$ cat config.mk
export PLATFORM = sky130hd
export DESIGN_NAME = sprite_ahb_writer
export DESIGN_NICKNAME = d
export VERILOG_FILES = /design/src/rtl/sprite_ahb_writer.sv
export SDC_FILE = /design/constraint.sdc
export NUM_CORES = 1
export LEC_CHECK = 0
export BUFFER_PORTS_ARGS = -buffer_cell sky130_fd_sc_hd__buf_2
export CELL_PAD_IN_SITES_DETAIL_PLACEMENT = 1
export CELL_PAD_IN_SITES_GLOBAL_PLACEMENT = 1
export CORE_AREA = 5 5 150 152
export DETAILED_ROUTE_END_ITERATION = 16
export DIE_AREA = 0 0 155 157
export GPL_TIMING_DRIVEN = 0
export PLACE_DENSITY = 0.78
export SLEW_MARGIN = 40
export SYNTH_ARGS = -nofsm -noshare
export SYNTH_HDL_FRONTEND = slang
export SYNTH_SLANG_ARGS = --single-unit
$ cat constraint.sdc
create_clock -name HCLK -period 3.55 [get_ports HCLK]
set_input_delay 0.71 -clock HCLK [delete_from_list [all_inputs] [get_ports HCLK]]
set_output_delay 0.71 -clock HCLK [all_outputs]
set_load 0.05 [all_outputs]
$ cat src/rtl/sprite_ahb_writer.sv
// rtl/sprite_ahb_writer.sv - AHB-Lite write master draining a sprite attribute command FIFO
module sprite_ahb_writer #(
  parameter int          ADDR_WIDTH = 6,
  parameter logic [31:0] BASE_ADDR  = 32'h5000_0000,
  parameter int          FIFO_DEPTH = 4
) (
  input  logic                  HCLK,
  input  logic                  HRESETn,
  input  logic                  cmd_valid,
  output logic                  cmd_ready,
  input  logic [ADDR_WIDTH-1:0] cmd_index,
  input  logic [31:0]           cmd_data,
  output logic [31:0]           HADDR,
  output logic [1:0]            HTRANS,
  output logic                  HWRITE,
  output logic [2:0]            HSIZE,
  output logic [2:0]            HBURST,
  output logic [3:0]            HPROT,
  output logic [31:0]           HWDATA,
  input  logic                  HREADY,
  input  logic                  HRESP,
  output logic                  busy,
  output logic                  err,
  input  logic                  err_clr
);

  // FIFO_DEPTH is a power of two >= 2, so pointers wrap naturally
  localparam int PW = $clog2(FIFO_DEPTH);
  localparam int CW = PW + 1;
  localparam logic [CW-1:0] DEPTH_C = CW'(FIFO_DEPTH);
  localparam logic [1:0] TR_IDLE   = 2'b00;
  localparam logic [1:0] TR_NONSEQ = 2'b10;

  typedef enum logic [1:0] {S_IDLE, S_DATA, S_ERR} state_t;

  state_t                r_state;
  state_t                w_state_nxt;
  logic [ADDR_WIDTH+31:0] r_mem [FIFO_DEPTH];
  logic [PW-1:0]         r_wr_ptr;
  logic [PW-1:0]         r_rd_ptr;
  logic [CW-1:0]         r_count;
  logic [31:0]           r_haddr;
  logic [31:0]           r_hwdata;
  logic                  r_err;

  logic                  w_push;
  logic                  w_pop;
  logic                  w_not_empty;
  logic                  w_addr_phase;
  logic [ADDR_WIDTH-1:0] w_head_index;
  logic [31:0]           w_head_data;
  logic [31:0]           w_head_addr;

  assign w_not_empty  = (r_count != '0);
  assign cmd_ready    = (r_count < DEPTH_C);
  assign w_push       = cmd_valid && cmd_ready;
  // The head is presented as an address phase except during the cancelling ERROR cycle
  assign w_addr_phase = w_not_empty && (r_state != S_ERR);
  assign w_pop        = w_addr_phase && HREADY;
  assign w_head_index = r_mem[r_rd_ptr][ADDR_WIDTH+31:32];
  assign w_head_data  = r_mem[r_rd_ptr][31:0];
  // Byte offset is zero-extended so the index can never carry into upper address bits
  assign w_head_addr  = BASE_ADDR + {{(30-ADDR_WIDTH){1'b0}}, w_head_index, 2'b00};

  assign HTRANS = w_addr_phase ? TR_NONSEQ : TR_IDLE;
  assign HADDR  = w_addr_phase ? w_head_addr : r_haddr;
  assign HWDATA = r_hwdata;
  assign HWRITE = 1'b1;
  assign HSIZE  = 3'b010;
  assign HBURST = 3'b000;
  assign HPROT  = 4'b0011;
  assign busy   = w_not_empty || (r_state != S_IDLE);
  assign err    = r_err;

  // Command storage; contents need no reset since the count gates visibility
  always_ff @(posedge HCLK) begin
    if (w_push) r_mem[r_wr_ptr] <= {cmd_index, cmd_data};
  end

  // FIFO pointers and occupancy
  always_ff @(posedge HCLK or negedge HRESETn) begin
    if (!HRESETn) begin
      r_wr_ptr <= '0;
      r_rd_ptr <= '0;
      r_count  <= '0;
    end else begin
      if (w_push) r_wr_ptr <= r_wr_ptr + PW'(1);
      if (w_pop)  r_rd_ptr <= r_rd_ptr + PW'(1);
      if (w_push && !w_pop)      r_count <= r_count + CW'(1);
      else if (!w_push && w_pop) r_count <= r_count - CW'(1);
    end
  end

  // Bus-side registers: held address, write data, sticky error
  always_ff @(posedge HCLK or negedge HRESETn) begin
    if (!HRESETn) begin
      r_haddr  <= BASE_ADDR;
      r_hwdata <= '0;
      r_err    <= 1'b0;
    end else begin
      if (w_addr_phase) r_haddr <= w_head_addr;
      if (w_pop)        r_hwdata <= w_head_data;
      if ((r_state == S_DATA) && !HREADY && HRESP) r_err <= 1'b1;
      else if (err_clr)                            r_err <= 1'b0;
    end
  end

  // Transfer state register
  always_ff @(posedge HCLK or negedge HRESETn) begin
    if (!HRESETn) r_state <= S_IDLE;
    else          r_state <= w_state_nxt;
  end

  // Next state: data phase tracking and two-cycle ERROR handling
  always_comb begin
    w_state_nxt = r_state;
    case (r_state)
      S_IDLE: if (w_pop) w_state_nxt = S_DATA;
      S_DATA: begin
        if (HREADY)     w_state_nxt = w_pop ? S_DATA : S_IDLE;
        else if (HRESP) w_state_nxt = S_ERR;
      end
      S_ERR:  if (HREADY) w_state_nxt = S_IDLE;
      default:            w_state_nxt = S_IDLE;
    endcase
  end

endmodule

* Word-level counts from Yosys, hierarchy flattened *
Memory sizes are Yosys's and may differ from the RTL's.
Index checks and enable logic that the tools add are counted.

operators by class
  add/subtract/negate cells = 5
  $lt $le $gt $ge = 1
  equality and inequality tests = 6
  muxes and demuxes = 14
  reduce and logical (&&, ||, !) cells = 17

operator list
  cell                   number
  $add 31x8->32 const A  1
  $mux 32                1
  $mux 2                 5
  $logic_and 1x1->1      7
  $mux 3                 2
  $ne 2x2->1 const B     3
  $pmux 2 s3             1
  $reduce_bool 2->1      3
  $mux 1                 5
  $add 2x1->2 const B    2
  $add 3x1->3 const B    1
  $logic_not 1->1        3
  $lt 3x3->1 const B     1
  $ne 3x3->1 const B     1
  $reduce_and 3->1       1
  $reduce_bool 3->1      1
  $sub 3x1->3 const B    1
  $eq 2x1->1 const B     1
  $eq 2x2->1 const B     1
  $logic_not 2->1        1
  $logic_or 1x1->1       1

word-level totals
  bits in registers = 74
  bits in writable memories = 152
  input port bits = 44
  output and inout port bits = 80
  logic and storage cells = 51
  memories = 1

memory list
  name   words  bits a word  read ports  clocked after Yosys merged registers in  write ports  RTL line  RTL
  r_mem  4      38           1           0                                        1            38        logic [ADDR_WIDTH+31:0] r_mem [FIFO_DEPTH];

* Logic depth before layout (Yosys ltp) *
  depth in word-level cells = 6
  depth in mapped cells = 9
  gate-level depth less buffers = 8

* Worst setup path before layout *
No wires, ideal clock.

  path kind = reg-to-output
  start = reg r_count[1]
  end = out HADDR[0]
  arrival = 1.989 ns
  required time = 2.840 ns
  path slack = 0.851 ns
  stages on the path, launching flop included = 6
  path buffers = 2
  cell sequence = dfrtp_1 or3_4 and2_4 buf_6 clkbuf_1 nor2b_1

between the ends
  cells in the longest elaborated chain, start to end = 3

ends and longest elaborated chain
  what                    RTL line  RTL
  from (decl)             41        logic [CW-1:0] r_count;
  from (signal assigned)  89        if (w_push && !w_pop) r_count <= r_count + CW'(1);
  from (signal assigned)  90        else if (!w_push && w_pop) r_count <= r_count - CW'(1);
  $reduce_bool 3->1       54        assign w_not_empty = (r_count != '0);
  $logic_and 1x1->1       58        assign w_addr_phase = w_not_empty && (r_state != S_ERR);
  $mux 32                 n/a
  to (decl)               13        output logic [31:0] HADDR,

No other way between the ends.

* Final worst setup path *
  start = reg r_count[1]
  end = out HADDR[19]

The elaborated chain is that of the path after synthesis.

==> run metrics <==
Lkg Pwr between 0.003 and 0.004 µW; pin count of the biggest net entering global routing 48; CP Data Arrival Time 2400 ps; DRC viols 0; FP Rows 53; Post-Syn Area ~8400 µm²; CP Max Fanout 10; drt first-iter violations ~120; synthesized flop and latch total approximately 230; final setup vio count 0; Worst Skew 15.2 ps; number of global-route vias before repair 4,620; ANT nets after route 0; Storage cell area approximately 6400 µm²; Seq/Total Area, Yosys 0.762; die height between 150 and 200 µm; Die ar. approximately 24,000 µm²; Synth Area per Inst ~21 µm²; Clock power frac 0.254; met1 Usage GRT 0.168; Worst setup SP type flip-flop; Yosys Warn Count 0; reg2reg path depth 9; max_cap viols 0; combinational share of power 0.347; worst slack after detailed placement 957 ps; setup TNS 0 ps; switching part of the total power 0.346; Internal around 5800 µW; fraction of layout cells with a size suffix above 1 0.460; met2 usage 0.253; period utilization 0.877; post-cts resize count 0; Final GP Congestion around 0.76; Final WS setup about 440 ps; clk_lat worst skew 510 ps; Root Buffer clkbuf_16; total power 8910 µW; Via Count 4,050; final design utilization 0.488; PD cells slightly below 900 nW/µm²; Clock transition at path regs 60 ps; Starting Density 0.403; total clock sinks 226; io pins around 120; core region area roughly 21,000 µm²; top area cells in the synthesized netlist edfxtp_1 (54%), dfrtp_1 (21%), mux4_2 (10%), mux2_2 (4.8%), buf_4 (1.4%); initial antenna violation count 1; total track usage 0.138; Synth area leader edfxtp_1; post-synth top area share 0.542; Max Buffers Root-to-Sink 3; most frequent cells in the layout edfxtp_1 (152), buf_2 (113), dfrtp_1 (72); Final Cell Area between 10,000 and 15,000 µm²; NetSw a little over 3000 µW; P&R area growth vs syn 21.2%; # nets final roughly 600; drt total wl ~17,000 µm; hold_buf cts 0; Die Wd between 150 and 200 µm; fillcell total approximately 2,000; GRT overflow 0; Post-DP HPWL between 10,000 and 15,000 µm; RSZ-0062 raised after global routing no; Pre-antenna DRT Iters 4; dpl cell area about 9500 µm²; vias per inst ~4.8; Rel. slew slack 0.492; Critical Path RT approximately 2800 ps; cts bufs inserted 25; share of power burned in registers 0.400; met3 Use GR 0.0324; status finished clean; worst vdd ir approximately 0.63 mV; Slew Limit Fails 0; worst hold path type input pin to asynchronous set/reset pin; area of the multi-input gates about 1800 µm²; busiest grt layer met2; WL/cell ~20 µm; CTS tree built; Port Buffer Count roughly 110; synth unique cells 34; first-pass GRT wire length approximately 26,000 µm; fmax 321 MHz; Mapped Cells between 300 and 400; H-tree depth 1; post-CTS setup buffers 0; Final Hold Viols 0; kind of critical path flip-flop to output pin; worst slew pin tran about 760 ps; number of diodes 0; post-route minimum period 3110 ps; Critical Path Sink Type output pin; commonest non-fill, non-tap cell in the layout edfxtp_1
==> through the flow <==
stage / hold slack, ps / instances
floorplan: 414 / 408
global placement: 444 / 794
detailed placement: 474 / 799
CTS: 52.0 / 845
global route: 64.5 / 845
finish: 67.3 / 845
==> flip-flops by register name (all words and copies together), names as in the netlist <==
| signal | flops |
|---|---|
| r_mem | 152 |
| HWDATA | 32 |
| r_haddr | 32 |
| r_count | 3 |
| r_rd_ptr | 2 |
| r_state | 2 |
| r_wr_ptr | 2 |
| err | 1 |
==> power groups by stage <==
stage / Sequential [µW] / Clock (µW) / Combinational, µW
after floorplan: 4240 / 0 / 1700
after global routing: 3610 / 2460 / 3290
after CTS: 3570 / 2340 / 3160
after global placement: 3600 / 0 / 3010
after detailed placement: 3610 / 0 / 3150
final: 3560 / 2260 / 3090
==> kinds of logic after synthesis <==
group,count (synthesis),synth area share
compound gates,4,0.00253
other cells,2,0.000892
xor+xnor,6,0.00624
simple gates,42,0.0330
buf+inv,35,0.0299
fa+ha+maj,6,0.00981
flops,226,0.762
mux,77,0.155
==> worst max-delay path, cell delays in order (launching register included) <==
cell	delay (ps)
dfrtp_1	410
or3_4	450
and2_4	160
buf_6	130
clkbuf_1	210
and2b_1	280
buf_2	270
==> synthesized netlist by cell type <==
| master | count |
|---|---|
| a21oi_1 | 2 |
| and2_1 | 4 |
| and2_4 | 1 |
| and2b_1 | 7 |
| buf_2 | 3 |
| buf_4 | 16 |
| buf_6 | 6 |
| buf_8 | 1 |
| clkbuf_1 | 4 |
| conb_1 | 2 |
| dfrtp_1 | 72 |
| dfstp_2 | 2 |
| edfxtp_1 | 152 |
| fa_1 | 1 |
| ha_1 | 5 |
| inv_1 | 5 |
| mux2_2 | 36 |
| mux2_4 | 3 |
| mux4_2 | 38 |
| nand2_1 | 1 |
| nand2b_1 | 1 |
| nand3_2 | 1 |
| nand3b_1 | 1 |
| nand4_1 | 1 |
| nor2_1 | 2 |
| nor2b_1 | 18 |
| nor3b_1 | 1 |
| o21ai_0 | 1 |
| o22ai_1 | 1 |
| or2_2 | 2 |
| or3_1 | 1 |
| or3_4 | 1 |
| xnor2_1 | 5 |
| xor2_1 | 1 |
==> worst paths after layout <==
| check | startpoint | to | slack (ps) |
|---|---|---|---|
| max | r_count[1] | HADDR[19] | 440 |
| min | HRESETn | r_haddr[14] | 70 |
| max reg2reg | r_count[1] | r_count[2] | 1050 |
| min reg2reg | r_haddr[11] | r_haddr[11] | 480 |
| max in group asynchronous | HRESETn | r_count[0] | 2940 |
| min in group HCLK | cmd_data[15] | r_mem[0][15] | 410 |
==> final cells by class <==
class | instances | area share
plain buffers | 30 | 0.0228
clock buffers | 34 | 0.0647
clock inverters | 12 | 0.00589
inverters | 5 | 0.00184
multi-input cells | 147 | 0.176
flip-flops and latches | 226 | 0.629
well taps | 275 | 0.0337
repair buffers | 116 | 0.0656
==> layer usage <==
metal  vias up  part of all wire
li1       1813                 -
met1      2099              0.41
met2       107              0.52
met3        29             0.053
met4         2             0.019
met5         -           0.00042
Power figures use the tool's default switching activity.
